## src/rtl/l1_l2_arbiter.sv

```systemverilog
// Round-robin arbiter sharing one L2 AXI port among the L1 slots (CPU I/D caches, uncached/DMA).
// One transaction in flight at a time; snoop channels toward the L1s are tied inactive.

package l1_l2_arbiter_pkg;

    localparam int unsigned CFG_SLOT_L1_TOTAL      = 3;
    localparam int unsigned CFG_SLOT_L1_LOG2       = 2;
    localparam int unsigned CFG_ADDR_BITS          = 32;
    localparam int unsigned CFG_ID_BITS            = 4;
    localparam int unsigned CFG_USER_BITS          = 2;
    localparam int unsigned L1CACHE_LINE_BITS      = 64;
    localparam int unsigned L1CACHE_BYTES_PER_LINE = L1CACHE_LINE_BITS / 8;
    localparam int unsigned L2CACHE_LINE_BITS      = 64;
    localparam int unsigned L2CACHE_BYTES_PER_LINE = 8;

    typedef struct packed {
        logic [CFG_ADDR_BITS-1:0] addr;
        logic [7:0]               len;
        logic [2:0]               size;
        logic [1:0]               burst;
        logic                     lock;
        logic [3:0]               cache;
        logic [2:0]               prot;
        logic [3:0]               qos;
        logic [3:0]               region;
    } axi4_metadata_type;

    localparam axi4_metadata_type META_NONE = '0;

    // L1 -> arbiter
    typedef struct packed {
        logic                              aw_valid;
        axi4_metadata_type                 aw_bits;
        logic [CFG_ID_BITS-1:0]            aw_id;
        logic [CFG_USER_BITS-1:0]          aw_user;
        logic                              w_valid;
        logic [L1CACHE_LINE_BITS-1:0]      w_data;
        logic                              w_last;
        logic [L1CACHE_BYTES_PER_LINE-1:0] w_strb;
        logic [CFG_USER_BITS-1:0]          w_user;
        logic                              b_ready;
        logic                              ar_valid;
        axi4_metadata_type                 ar_bits;
        logic [CFG_ID_BITS-1:0]            ar_id;
        logic [CFG_USER_BITS-1:0]          ar_user;
        logic                              r_ready;
        logic                              ac_ready;
        logic                              cr_valid;
        logic [4:0]                        cr_resp;
        logic                              cd_valid;
        logic [L1CACHE_LINE_BITS-1:0]      cd_data;
        logic                              cd_last;
        logic                              rack;
        logic                              wack;
    } axi4_l1_out_type;

    // arbiter -> L1
    typedef struct packed {
        logic                         aw_ready;
        logic                         w_ready;
        logic                         b_valid;
        logic [1:0]                   b_resp;
        logic [CFG_ID_BITS-1:0]       b_id;
        logic [CFG_USER_BITS-1:0]     b_user;
        logic                         ar_ready;
        logic                         r_valid;
        logic [3:0]                   r_resp;
        logic [L1CACHE_LINE_BITS-1:0] r_data;
        logic                         r_last;
        logic [CFG_ID_BITS-1:0]       r_id;
        logic [CFG_USER_BITS-1:0]     r_user;
        logic                         ac_valid;
        logic [CFG_ADDR_BITS-1:0]     ac_addr;
        logic [3:0]                   ac_snoop;
        logic [2:0]                   ac_prot;
        logic                         cr_ready;
        logic                         cd_ready;
    } axi4_l1_in_type;

    // arbiter -> L2
    typedef struct packed {
        logic                              aw_valid;
        axi4_metadata_type                 aw_bits;
        logic [CFG_ID_BITS-1:0]            aw_id;
        logic [CFG_USER_BITS-1:0]          aw_user;
        logic                              w_valid;
        logic [L2CACHE_LINE_BITS-1:0]      w_data;
        logic                              w_last;
        logic [L2CACHE_BYTES_PER_LINE-1:0] w_strb;
        logic [CFG_USER_BITS-1:0]          w_user;
        logic                              b_ready;
        logic                              ar_valid;
        axi4_metadata_type                 ar_bits;
        logic [CFG_ID_BITS-1:0]            ar_id;
        logic [CFG_USER_BITS-1:0]          ar_user;
        logic                              r_ready;
    } axi4_l2_out_type;

    // L2 -> arbiter
    typedef struct packed {
        logic                         aw_ready;
        logic                         w_ready;
        logic                         b_valid;
        logic [1:0]                   b_resp;
        logic [CFG_ID_BITS-1:0]       b_id;
        logic [CFG_USER_BITS-1:0]     b_user;
        logic                         ar_ready;
        logic                         r_valid;
        logic [1:0]                   r_resp;
        logic [L2CACHE_LINE_BITS-1:0] r_data;
        logic                         r_last;
        logic [CFG_ID_BITS-1:0]       r_id;
        logic [CFG_USER_BITS-1:0]     r_user;
    } axi4_l2_in_type;

    typedef axi4_l1_out_type [CFG_SLOT_L1_TOTAL-1:0] axi4_l1_out_vector;
    typedef axi4_l1_in_type  [CFG_SLOT_L1_TOTAL-1:0] axi4_l1_in_vector;

    localparam axi4_l1_in_type  axi4_l1_in_none  = '0;
    localparam axi4_l2_out_type axi4_l2_out_none = '0;

endpackage

module l1_l2_arbiter
    import l1_l2_arbiter_pkg::*;
#(
    parameter bit prefer_read = 1'b1
) (
    input  logic                        i_clk,
    input  logic                        i_rst,
    input  axi4_l1_out_vector           i_l1o,
    output axi4_l1_in_vector            o_l1i,
    input  axi4_l2_in_type              i_l2i,
    output axi4_l2_out_type             o_l2o,
    output logic                        o_busy,
    output logic [CFG_SLOT_L1_LOG2-1:0] o_grant
);

    if ((L1CACHE_LINE_BITS != L2CACHE_LINE_BITS) ||
        (L1CACHE_BYTES_PER_LINE != L2CACHE_BYTES_PER_LINE)) begin : g_line_check
        $error("l1_l2_arbiter: L1 and L2 cache line geometry differ");
    end

    typedef enum logic [2:0] {StIdle, StReqAr, StWaitR, StReqAw, StReqW, StWaitB} state_e;

    state_e                      state_q, state_d;
    logic [CFG_SLOT_L1_LOG2-1:0] rr_q, rr_d;
    logic [CFG_SLOT_L1_LOG2-1:0] grant_q, grant_d;
    axi4_metadata_type           meta_q, meta_d;
    logic [CFG_USER_BITS-1:0]    user_q, user_d;

    logic [CFG_SLOT_L1_TOTAL-1:0] cand;
    logic                         found;
    logic [CFG_SLOT_L1_LOG2-1:0]  win;
    logic                         win_read;
    logic [CFG_ID_BITS-1:0]       grant_id;

    assign grant_id = {{(CFG_ID_BITS - CFG_SLOT_L1_LOG2){1'b0}}, grant_q};

    // No grant while reset is asserted, so an L1 never sees a ready that the FSM then forgets.
    always_comb begin : arb_search
        int unsigned                 idx;
        logic [CFG_SLOT_L1_LOG2-1:0] slot;
        cand  = '0;
        found = 1'b0;
        win   = '0;
        idx   = 0;
        slot  = '0;
        for (int unsigned i = 0; i < CFG_SLOT_L1_TOTAL; i++) begin
            cand[i] = (i_l1o[i].ar_valid | i_l1o[i].aw_valid) & ~i_rst;
        end
        for (int unsigned k = 1; k <= CFG_SLOT_L1_TOTAL; k++) begin
            idx  = (32'(rr_q) + k) % CFG_SLOT_L1_TOTAL;
            slot = idx[CFG_SLOT_L1_LOG2-1:0];
            if (!found && cand[slot]) begin
                found = 1'b1;
                win   = slot;
            end
        end
    end

    always_comb begin : dir_select
        if (i_l1o[win].ar_valid && i_l1o[win].aw_valid) begin
            win_read = prefer_read;
        end else begin
            win_read = i_l1o[win].ar_valid;
        end
    end

    always_comb begin : fsm_comb
        state_d = state_q;
        rr_d    = rr_q;
        grant_d = grant_q;
        meta_d  = meta_q;
        user_d  = user_q;
        for (int unsigned i = 0; i < CFG_SLOT_L1_TOTAL; i++) begin
            o_l1i[i] = axi4_l1_in_none;
        end
        o_l2o = axi4_l2_out_none;

        unique case (state_q)
            StIdle: begin
                if (found) begin
                    rr_d    = win;
                    grant_d = win;
                    if (win_read) begin
                        o_l1i[win].ar_ready = 1'b1;
                        meta_d              = i_l1o[win].ar_bits;
                        user_d              = i_l1o[win].ar_user;
                        state_d             = StReqAr;
                    end else begin
                        o_l1i[win].aw_ready = 1'b1;
                        meta_d              = i_l1o[win].aw_bits;
                        user_d              = i_l1o[win].aw_user;
                        state_d             = StReqAw;
                    end
                end
            end
            StReqAr: begin
                o_l2o.ar_valid = 1'b1;
                o_l2o.ar_bits  = meta_q;
                o_l2o.ar_id    = grant_id;
                o_l2o.ar_user  = user_q;
                if (i_l2i.ar_ready) begin
                    state_d = StWaitR;
                end
            end
            StWaitR: begin
                o_l1i[grant_q].r_valid = i_l2i.r_valid;
                o_l1i[grant_q].r_data  = i_l2i.r_data;
                o_l1i[grant_q].r_last  = i_l2i.r_last;
                o_l1i[grant_q].r_id    = i_l2i.r_id;
                o_l1i[grant_q].r_user  = i_l2i.r_user;
                o_l1i[grant_q].r_resp  = {2'b00, i_l2i.r_resp};
                o_l2o.r_ready          = i_l1o[grant_q].r_ready;
                if (i_l2i.r_valid && i_l1o[grant_q].r_ready && i_l2i.r_last) begin
                    state_d = StIdle;
                end
            end
            StReqAw: begin
                o_l2o.aw_valid = 1'b1;
                o_l2o.aw_bits  = meta_q;
                o_l2o.aw_id    = grant_id;
                o_l2o.aw_user  = user_q;
                if (i_l2i.aw_ready) begin
                    state_d = StReqW;
                end
            end
            StReqW: begin
                o_l2o.w_valid          = i_l1o[grant_q].w_valid;
                o_l2o.w_data           = i_l1o[grant_q].w_data;
                o_l2o.w_strb           = i_l1o[grant_q].w_strb;
                o_l2o.w_last           = i_l1o[grant_q].w_last;
                o_l2o.w_user           = i_l1o[grant_q].w_user;
                o_l1i[grant_q].w_ready = i_l2i.w_ready;
                if (i_l1o[grant_q].w_valid && i_l2i.w_ready && i_l1o[grant_q].w_last) begin
                    state_d = StWaitB;
                end
            end
            StWaitB: begin
                o_l1i[grant_q].b_valid = i_l2i.b_valid;
                o_l1i[grant_q].b_resp  = i_l2i.b_resp;
                o_l1i[grant_q].b_id    = i_l2i.b_id;
                o_l1i[grant_q].b_user  = i_l2i.b_user;
                o_l2o.b_ready          = i_l1o[grant_q].b_ready;
                if (i_l2i.b_valid && i_l1o[grant_q].b_ready) begin
                    state_d = StIdle;
                end
            end
            default: begin
                state_d = StIdle;
            end
        endcase
    end

    always_ff @(posedge i_clk) begin
        if (i_rst) begin
            state_q <= StIdle;
            rr_q    <= '0;
            grant_q <= '0;
            meta_q  <= META_NONE;
            user_q  <= '0;
        end else begin
            state_q <= state_d;
            rr_q    <= rr_d;
            grant_q <= grant_d;
            meta_q  <= meta_d;
            user_q  <= user_d;
        end
    end

    assign o_busy  = (state_q != StIdle);
    assign o_grant = grant_q;

    // Snoop responses, L1 ids and rack/wack are deliberately not consumed.
    logic unused_inputs;
    assign unused_inputs = ^{i_l1o, i_l2i};

endmodule

```

## config.mk

```make
export PLATFORM = sky130hd
export DESIGN_NAME = l1_l2_arbiter
export DESIGN_NICKNAME = d
export VERILOG_FILES = /design/src/rtl/l1_l2_arbiter.sv
export SDC_FILE = /design/constraint.sdc
export NUM_CORES = 1
export LEC_CHECK = 0
export BUFFER_PORTS_ARGS = -buffer_cell sky130_fd_sc_hd__buf_4
export CORE_AREA = 2 2 609 611
export DETAILED_ROUTE_END_ITERATION = 10
export DIE_AREA = 0 0 611 613
export HOLD_SLACK_MARGIN = 0.12
export PLACE_DENSITY_LB_ADDON = 0.12
export SYNTH_ARGS = -nofsm -noshare
export SYNTH_HDL_FRONTEND = slang
export SYNTH_SLANG_ARGS = --single-unit
```

## constraint.sdc

```tcl
create_clock -name i_clk -period 3.9 [get_ports i_clk]
set_input_delay 0.39 -clock i_clk [delete_from_list [all_inputs] [get_ports i_clk]]
set_output_delay 0.39 -clock i_clk [all_outputs]
set_load 0.03 [all_outputs]
```

# ---- After elaboration in Yosys (flattened, before gate mapping)
# Index checks and enable logic that the tools add are counted.
dict set report totals {
  reg_bits 68
  latch_bits 0
  ram_bits 0
  rom_bits 0
  inputBits 955
  output_inout_bits 607
  wordCells 131
  mem_count 0
}
dict set report classes {
  n_addsub 3
  n_mul 0
  div 3
  order_cmp 7
  eq_ne 11
  shift 0
  n_mux 69
  n_bitwise 10
  n_reduce_logical 16
}
# cell n
set ops {}
lappend ops {{demux 130 bit (select 2 bit)} 13}
lappend ops {{bitwise mux 390 bit} 8}
lappend ops {{case mux 390 bit (4 select lines)} 1}
lappend ops {{AND 390 bit} 3}
lappend ops {{binary-select mux 289 bit (select 2 bit)} 2}
lappend ops {{two-way mux 390 bit} 2}
lappend ops {{two-way mux 289 bit} 1}
lappend ops {{two-way mux 221 bit} 1}
lappend ops {{two-way mux 68 bit} 2}
lappend ops {{two-way mux 130 bit} 1}
lappend ops {{two-way mux 129 bit} 1}
lappend ops {{two-way mux 128 bit} 1}
lappend ops {{two-way mux 127 bit} 1}
lappend ops {{two-way mux 125 bit} 1}
lappend ops {{two-way mux 121 bit} 1}
lappend ops {{two-way mux 119 bit} 1}
lappend ops {{two-way mux 118 bit} 1}
lappend ops {{two-way mux 117 bit} 1}
lappend ops {{two-way mux 113 bit} 1}
lappend ops {{modulo 32 x 2 -> 32 bit, second input constant} 3}
lappend ops {{two-way mux 76 bit} 1}
lappend ops {{two-way mux 61 bit} 1}
lappend ops {{two-way mux 49 bit} 1}
lappend ops {{two-way mux 48 bit} 1}
lappend ops {{other kinds (23)} 69}

# ---- Longest topological paths before layout
# Gate-level depths: netlist (run 1).
dict set report depth {
  ltp_word 18
  ltp_mapped 17
  ltp_nobuf 9
}

# ---- Least setup slack after synthesis (run 1)
# OpenSTA, ideal clock, no wires.
dict set report synth_path {
  kind {register to output}
  startpoint {reg grant_q[0], in the netlist o_grant[0]}
  endpoint {out o_l1i[129] (netlist bit)}
  arrival_time_ns 4.704
  t_required_ns 3.510
  setup_slack_ns -1.194
  path_stages_with_launch 16
  path_buffers 7
  path_cell_list {dfxtp_1 > clkbuf_1 > clkbuf_1 > clkbuf_1 > inv_1 > ha_1 > buf_2 > inv_1 > a211oi_4 > and4b_1 > a211oi_1 > buf_4 > buf_4 > buf_2 > nand2_1 > nor3_1}
}
# item line
set synth_lines {}
lappend synth_lines {{start: declaration} 148} ;# logic [CFG_SLOT_L1_LOG2-1:0] grant_q, grant_d;
lappend synth_lines {{start signal: assignment} 286} ;# grant_q <= grant_d;
lappend synth_lines {{end: declaration} 132} ;# output axi4_l1_in_vector o_l1i,

==> flow_metrics.py, run 1 <==
metrics = {
    "timing": {
        "period_share_pct": 94.04,
        "worst_slew_pin_slew_ns": 0.9956,
        "hold_ws_ns": 0.2809,
        "finalHoldViolations": 0,
        "fin_crit_ns": 3.668,
        "fmax_mhz": 272.7,
        "tns_ns": 0,
        "clock_skew_ns": 0.04334,
        "relSlewSlack_pct": 33.62,
        "setup_viol_count_final": 0,
        "slew_violations": 0,
        "fin_ws_ns": 0.2324,
        "rsz0062_at_grt": "no",
    },
    "cts": {
        "clock-root-buffer": "clkbuf_16",
        "cts_buffers": 9,
        "h-tree-depth": 3,
        "path_clk_slew_ns": 0.12,
        "cts_num_sinks": 68,
        "cts_tree": "done",
        "clk_latency_ns": 0.48,
        "cts_max_path_buffers": 2,
    },
    "critical_path": {
        "end_kind": "register",
        "worst_path_largest_cell_delay_ns": 0.83,
        "path_buf_inv": 4,
        "path_class": "register to register",
        "crit_family": "compound AO/OA/AOI/OAI gates",
        "critPathSlowestCell": "o311ai_0",
        "worstPathMaxFanout": 33,
        "critPathLaunchType": "register",
        "cp_cell_sequence": "inv_1 > buf_4 > ha_1 > nor2_2 > o21ai_1 > and3b_2 > a21o_4 > a21oi_4 > buf_4 > o311ai_0 > buf_4 > o32ai_1",
        "cp.required_ns": 4.23,
        "cp_common_cell": "buf_4",
        "worstPathArrival_ns": 4.00,
    },
    "synthesis": {
        "synth_enable_flop_cells": 0,
        "avgSynthCellArea_um2": 6.380,
        "synthCells": 2165,
        "synth-simple-area-share_pct": 30.82,
        "syn_area_mm2": 0.01381,
        "synthMuxAreaShare_pct": 5.797,
        "ys_async_sr_fraction_pct": 0,
        "synth-compound-area-share_pct": 35.86,
        "ys_ff_latch": 68,
        "synth_flop_cell": "dfxtp_1",
        "ys_seq_area_share_pct": 9.855,
        "synth_top_family_by_area": "compound AO/OA/AOI/OAI gates",
        "synthXorXnorAreaFrac_pct": 0,
        "yosysWarnings": 0,
        "synth_cell_type_count": 51,
        "synthAdderAreaFrac_pct": 0.3623,
    },
    "grt": {
        "grt_pass1_wl_mm": 287.3,
        "overflow": 0,
        "antenna_found_initial": 121,
        "grt_pass1_vias": 21610,
        "grt_usage_pct": 12.27,
        "grt_max_degree": 152,
    },
    "route": {
        "wl_per_cell_um": 29.93,
        "route.antenna.remaining_nets": 0,
        "vias": 22320,
        "drt_iter0_drc": 1852,
        "wl_mm": 241.6,
        "drc_errors": 0,
        "firstDrtPassIters": 5,
        "vias_per_cell": 2.765,
    },
    "layout": {
        "fill_cells": 43550,
        "post_layout_nonfiller_instances": 8074,
        "finish.instance_area_mm2": 0.02899,
        "fin_nets": 4166,
        "layout_common_cells": "buf_4, and3_1, nor2_1",
        "finish.utilization_pct": 7.883,
        "layout-drive-gt1-share_pct": 42.50,
        "final_common_cell": "buf_4",
        "area_growth_syn_to_layout_pct": 109.9,
    },
    "worst_hold_path": {
        "worstHoldPathType": "primary input to register",
    },
    "power": {
        "p_leak_nw": 11.88,
        "ir_drop_uv": 281.1,
        "p_per_area_mw_per_mm2": 351.8,
        "power.total_mw": 10.20,
    },
    "floorplan": {
        "die_height_um": 613,
        "core_area_mm2": 0.3677,
        "start_util_pct": 3.756,
        "row_count": 223,
        "pin_count": 1562,
        "die_area_mm2": 0.3745,
        "die_w_um": 611,
    },
    "placed_design": {
        "placed_cells": 8026,
        "dp_hpwl_mm": 208.7,
        "finalWeightedCongestion": 0.8585,
        "place_area_mm2": 0.02851,
        "dpl_worst_slack_ns": -0.2533,
        "port_buffers": 1176,
    },
    "status": {
        "outcome": "finished, final reports clean",
    },
    "run": {
        "max-cap-violations": 0,
    },
}
-- layout make-up --
| cell class | instances | area [µm²] | area share (%) |
|---|---|---|---|
| antenna | 25 | 62.56 | 0.2158 |
| inverter | 72 | 271.5 | 0.9366 |
| tap | 4837 | 6052 | 20.88 |
| clock buffer | 9 | 225.2 | 0.7769 |
| timing repair buffer | 1306 | 10110 | 34.86 |
| multi-input combinational | 1750 | 10820 | 37.31 |
| clock inverter | 7 | 82.58 | 0.2849 |
| sequential | 68 | 1373 | 4.735 |
-- timing repair --
action | in CTS | in global routing
hold buffers | 0 | 0
endpoints found under the setup margin | 21 | 11
gates resized for setup | 16 | 6
endpoints found under the hold margin | 0 | 0
cloned | 0 | 0
pin swaps | 2 | 3
setup buffers | 4 | 3
-- path summary, 6_finish.rpt --
check	cells past startpoint	start	slack, ns	to
min	4	i_l2i[85]	0.28	state_q[1]$_SDFFE_PP0P_
max reg2reg	12	o_grant[0]$_SDFFE_PP0P_	0.23	meta_q[17]$_SDFFE_PP0P_
max	12	o_grant[0]$_SDFFE_PP0P_	0.23	meta_q[17]$_SDFFE_PP0P_
min reg2reg	4	meta_q[8]$_SDFFE_PP0P_	0.73	meta_q[8]$_SDFFE_PP0P_
-- worst register-to-register path, cell delays in order (launching register included) --
cell      delay (ns)
dfxtp_4         0.37
inv_1           0.18
buf_4           0.20
ha_1            0.22
nor2_2          0.07
o21ai_1         0.15
and3b_2         0.33
a21o_4          0.36
a21oi_4         0.17
buf_4           0.27
o311ai_0        0.93
buf_4           0.23
o32ai_1         0.06
-- kinds of logic (layout without fill, tap and decap cells) --
family                     Yosys count  after routing
adders and majority gates            4              4
buffers and inverters              482           1394
DFF                                 68             68
muxes                               80             80
and+or+nand+nor                    842            842
AOI/OAI and AO/OA                  688            688
other                                1            161
-- synth_stat cells (2+ instances only) --
master | n | area (µm²)
buf_6 | 6 | 67.56
o32ai_2 | 3 | 48.80
inv_1 | 71 | 266.5
o311ai_0 | 63 | 551.8
dfxtp_1 | 68 | 1361
ha_1 | 4 | 50.05
mux2i_1 | 80 | 800.8
a211o_1 | 4 | 35.03
o211ai_1 | 3 | 22.52
nor2b_1 | 2 | 12.51
and3_1 | 315 | 1971
nor4_1 | 2 | 12.51
a22oi_1 | 64 | 480.5
nor3_1 | 75 | 375.4
a21o_1 | 2 | 15.01
clkbuf_1 | 236 | 885.9
o31ai_1 | 3 | 22.52
o32ai_1 | 61 | 534.3
buf_1 | 21 | 78.83
nand3_1 | 2 | 10.01
nor3b_1 | 2 | 15.01
nand2_1 | 76 | 285.3
a21oi_1 | 148 | 740.7
a211oi_1 | 128 | 960.9
o21ai_0 | 133 | 665.6
o2bb2ai_1 | 2 | 17.52
nand2b_1 | 67 | 419.2
a2111o_1 | 63 | 709.4
buf_2 | 8 | 40.04
nor2_1 | 294 | 1104
buf_4 | 139 | 1044
-- registers in the layout, indices dropped and copies added (netlist names) --
name / flops
state_q: 3
user_q: 2
meta_q: 61
o_grant: 2
-- layer usage --
metal  part of all wire [%]  track usage (%)  vias up
li1                       -                -     9835
met1                     38            13.73    11040
met2                     53            23.16     1272
met3                    7.8            3.301      159
met4                    1.5            2.080       16
met5                  0.040                0        -
-- power by group --
| part | internal (mW) | switching (mW) |
|---|---|---|
| logic | 2.38 | 5.64 |
| registers | 0.937 | 0.101 |
| clock network | 0.509 | 0.631 |
| total | 3.82 | 6.38 |
(Power assumes the default switching activity.)
==> run 2, diff against run 1 <==
--- a/config.mk
+++ b/config.mk
@@ -5,10 +5,11 @@
 export SDC_FILE = /design/constraint.sdc
 export NUM_CORES = 1
 export LEC_CHECK = 0
+export ABC_AREA = 1
 export BUFFER_PORTS_ARGS = -buffer_cell sky130_fd_sc_hd__buf_4
-export CORE_AREA = 2 2 609 611
+export CORE_AREA = 2 2 603 605
 export DETAILED_ROUTE_END_ITERATION = 10
-export DIE_AREA = 0 0 611 613
+export DIE_AREA = 0 0 605 607
 export HOLD_SLACK_MARGIN = 0.12
 export PLACE_DENSITY_LB_ADDON = 0.12
 export SYNTH_ARGS = -nofsm -noshare
==> run 2 against run 1 <==
Register-to-register slack gained 0.29 ns. Cell count up 6.5%. Sequential share of layout area increased by 0.25 points. Fmax rose by 4.4%. Sequential power down 5%. First-iteration DRC count is 42% lower. Hold slack got worse by 0.018 ns. Flip-flop and latch count is the same. Power grew 56%. Synthesized cell count increased by 25%. Die area down 2.0%. Core utilization is 0.27 points lower.
==> flow_metrics.py, run 2 <==
metrics = {
    "route": {
        "route.antenna.remaining_nets": 0,
        "wl_per_cell_um": 22.31,
        "vias_per_cell": 2.411,
        "wl_mm": 191.8,
        "vias": 20740,
        "firstDrtPassIters": 6,
        "drt_iter0_drc": 1078,
        "drc_errors": 0,
    },
    "synthesis": {
        "synth_enable_flop_cells": 0,
        "synth_most_common_cell": "nand2_1",
        "synthMuxAreaShare_pct": 0,
        "syn_area_mm2": 0.01276,
        "synthCells": 2708,
        "synth_cell_type_count": 31,
        "synthTopCellsByArea": "nand2_1, nor2_1, inv_1",
        "avgSynthCellArea_um2": 4.713,
        "ys_async_sr_fraction_pct": 0,
        "ys_top_cells_by_count": "nand2_1, nor2_1, inv_1",
        "synth_top_family_by_area": "simple AND/OR/NAND/NOR gates",
        "yosysTopAreaCell": "nand2_1",
        "synth_flop_cell": "dfxtp_1",
        "synth.top_cell.area_share_pct": 24.06,
        "synthXorXnorAreaFrac_pct": 0,
        "synthAdderAreaFrac_pct": 0.3921,
        "ys_ff_latch": 68,
        "ys_seq_area_share_pct": 10.67,
        "synth-compound-area-share_pct": 9.264,
        "synth-simple-area-share_pct": 52.01,
        "yosysWarnings": 0,
    },
    "timing": {
        "period_share_pct": 90.05,
        "clock_skew_ns": 0.01105,
        "slew_violations": 0,
        "fin_crit_ns": 3.512,
        "worst_slew_pin_slew_ns": 1.016,
        "setup_viol_count_final": 0,
        "fmax_mhz": 284.8,
        "hold_ws_ns": 0.2633,
        "relSlewSlack_pct": 32.26,
        "finalHoldViolations": 0,
        "tns_ns": 0,
        "rsz0062_at_grt": "no",
    },
    "worst_hold_path": {
        "worstHoldPathType": "primary input to register",
    },
    "power": {
        "p_per_area_mw_per_mm2": 577.7,
        "ir_drop_uv": 369.6,
        "p_leak_nw": 13.54,
    },
    "floorplan": {
        "start_util_pct": 3.537,
        "core_area_mm2": 0.3609,
        "row_count": 221,
        "pin_count": 1562,
        "die_height_um": 607,
        "die_area_mm2": 0.3672,
        "die_w_um": 605,
    },
    "layout": {
        "fill_cells": 43230,
        "multi_input_area_mm2": 0.008458,
        "fin_nets": 4747,
        "reg_top3": "meta_q (61), state_q (3)",
        "layout_common_cells": "buf_4, nand2_1, nor2_1",
        "final_common_cell": "buf_4",
        "area_growth_syn_to_layout_pct": 115.2,
        "largest_register": "meta_q",
        "largest_reg_flops": 61,
        "regArea_mm2": 0.001369,
        "layout-drive-gt1-share_pct": 34.41,
    },
    "cts": {
        "clock-root-buffer": "clkbuf_16",
        "path_clk_slew_ns": 0.08,
        "clk_latency_ns": 0.42,
        "cts_max_path_buffers": 2,
        "cts_hold_buf": 0,
        "cts_buffers": 9,
        "cts_num_sinks": 68,
        "h-tree-depth": 3,
        "cts_resized": 0,
        "cts_tree": "done",
        "cts_setup_buffers": 0,
    },
    "placed_design": {
        "dp_hpwl_mm": 169.1,
        "port_buffers": 1176,
        "finalWeightedCongestion": 0.7975,
    },
    "grt": {
        "overflow": 0,
        "antenna_found_initial": 63,
        "grt_usage_pct": 9.930,
        "grt_pass1_wl_mm": 234.1,
        "grt_pass1_vias": 20820,
        "grt_max_degree": 76,
    },
    "status": {
        "outcome": "finished, final reports clean",
    },
    "critical_path": {
        "path_class": "register to primary output",
        "cp.required_ns": 3.51,
        "worstPathArrival_ns": 3.12,
        "worstPathMaxFanout": 9,
        "critPathLaunchType": "register",
        "end_kind": "primary output",
    },
    "run": {
        "max-cap-violations": 0,
    },
}
==> run 2: worst paths after layout <==
check                                        startpoint                       to  slack (ns)  cells past startpoint
worst max register to register  o_grant[1]$_SDFFE_PP0P_   meta_q[4]$_SDFFE_PP0P_        0.52                     17
worst min register to register  meta_q[58]$_SDFFE_PP0P_  meta_q[58]$_SDFFE_PP0P_        0.47                      2
worst min-delay path                              i_rst  state_q[0]$_SDFFE_PP0P_        0.26                      4
worst max-delay path            o_grant[1]$_SDFFE_PP0P_               o_l1i[389]        0.39                     15
==> run 2: cell type report <==
cell class | count | share of cell area (%)
sequential | 68 | 4.983
tap | 4794 | 21.84
clock buffer | 9 | 0.8199
timing repair buffer | 1255 | 35.30
antenna | 12 | 0.1093
inverter | 425 | 5.858
multi-input combinational | 2029 | 30.79
clock inverter | 7 | 0.3006
==> run 2: power breakdown <==
| part | internal [mW] | switching (mW) |
|---|---|---|
| Combinational | 3.93 | 9.92 |
| Clock | 0.508 | 0.521 |
| Sequential | 0.890 | 0.0996 |
==> run 2: cell families (layout without fill, tap and decap cells) <==
kind of cell	after synthesis	in the layout
DFF	68	68
buffers and inverters	746	1696
other	1	148
adders and majority gates	4	4
and+or+nand+nor	1656	1656
AOI/OAI and AO/OA	233	233
==> run 2: metrics by stage <==
stage / power, mW / instance area (µm²) / std cells / setup WS (ns) / utilization [%]
floorplan: 8.510 / 13280 / 2843 / 0.05344 / -
global placement: 15.88 / 27100 / 8567 / 0.4068 / 7.510
detailed placement: 15.75 / 27100 / 8567 / 0.5012 / 7.510
CTS: 16.91 / 27410 / 8583 / 0.1546 / 7.596
global route: 17.76 / 27450 / 8593 / 0.07736 / 7.608
finish: 15.87 / 27470 / 8599 / 0.3882 / 7.612
==> run 2: layer usage <==
metal	GRT usage, %	routed length, µm	up-vias
met3	2.406	11170	130
li1	-	-	9963
met1	11.25	75500	9890
met2	18.79	102300	713
met4	1.710	2583	40
met5	0	253	-
==> run 2: critical path, cell delays in order, from the launching register on <==
cell     delay, ns
dfxtp_4       0.38
inv_1         0.12
ha_1          0.41
inv_2         0.09
nand3_1       0.08
nand3_1       0.08
nand2_2       0.12
inv_2         0.05
nand2_1       0.12
nand3_4       0.18
nand2_8       0.19
nand2_1       0.12
nand3_4       0.10
nand2_1       0.20
nor3_2        0.16
buf_4         0.25
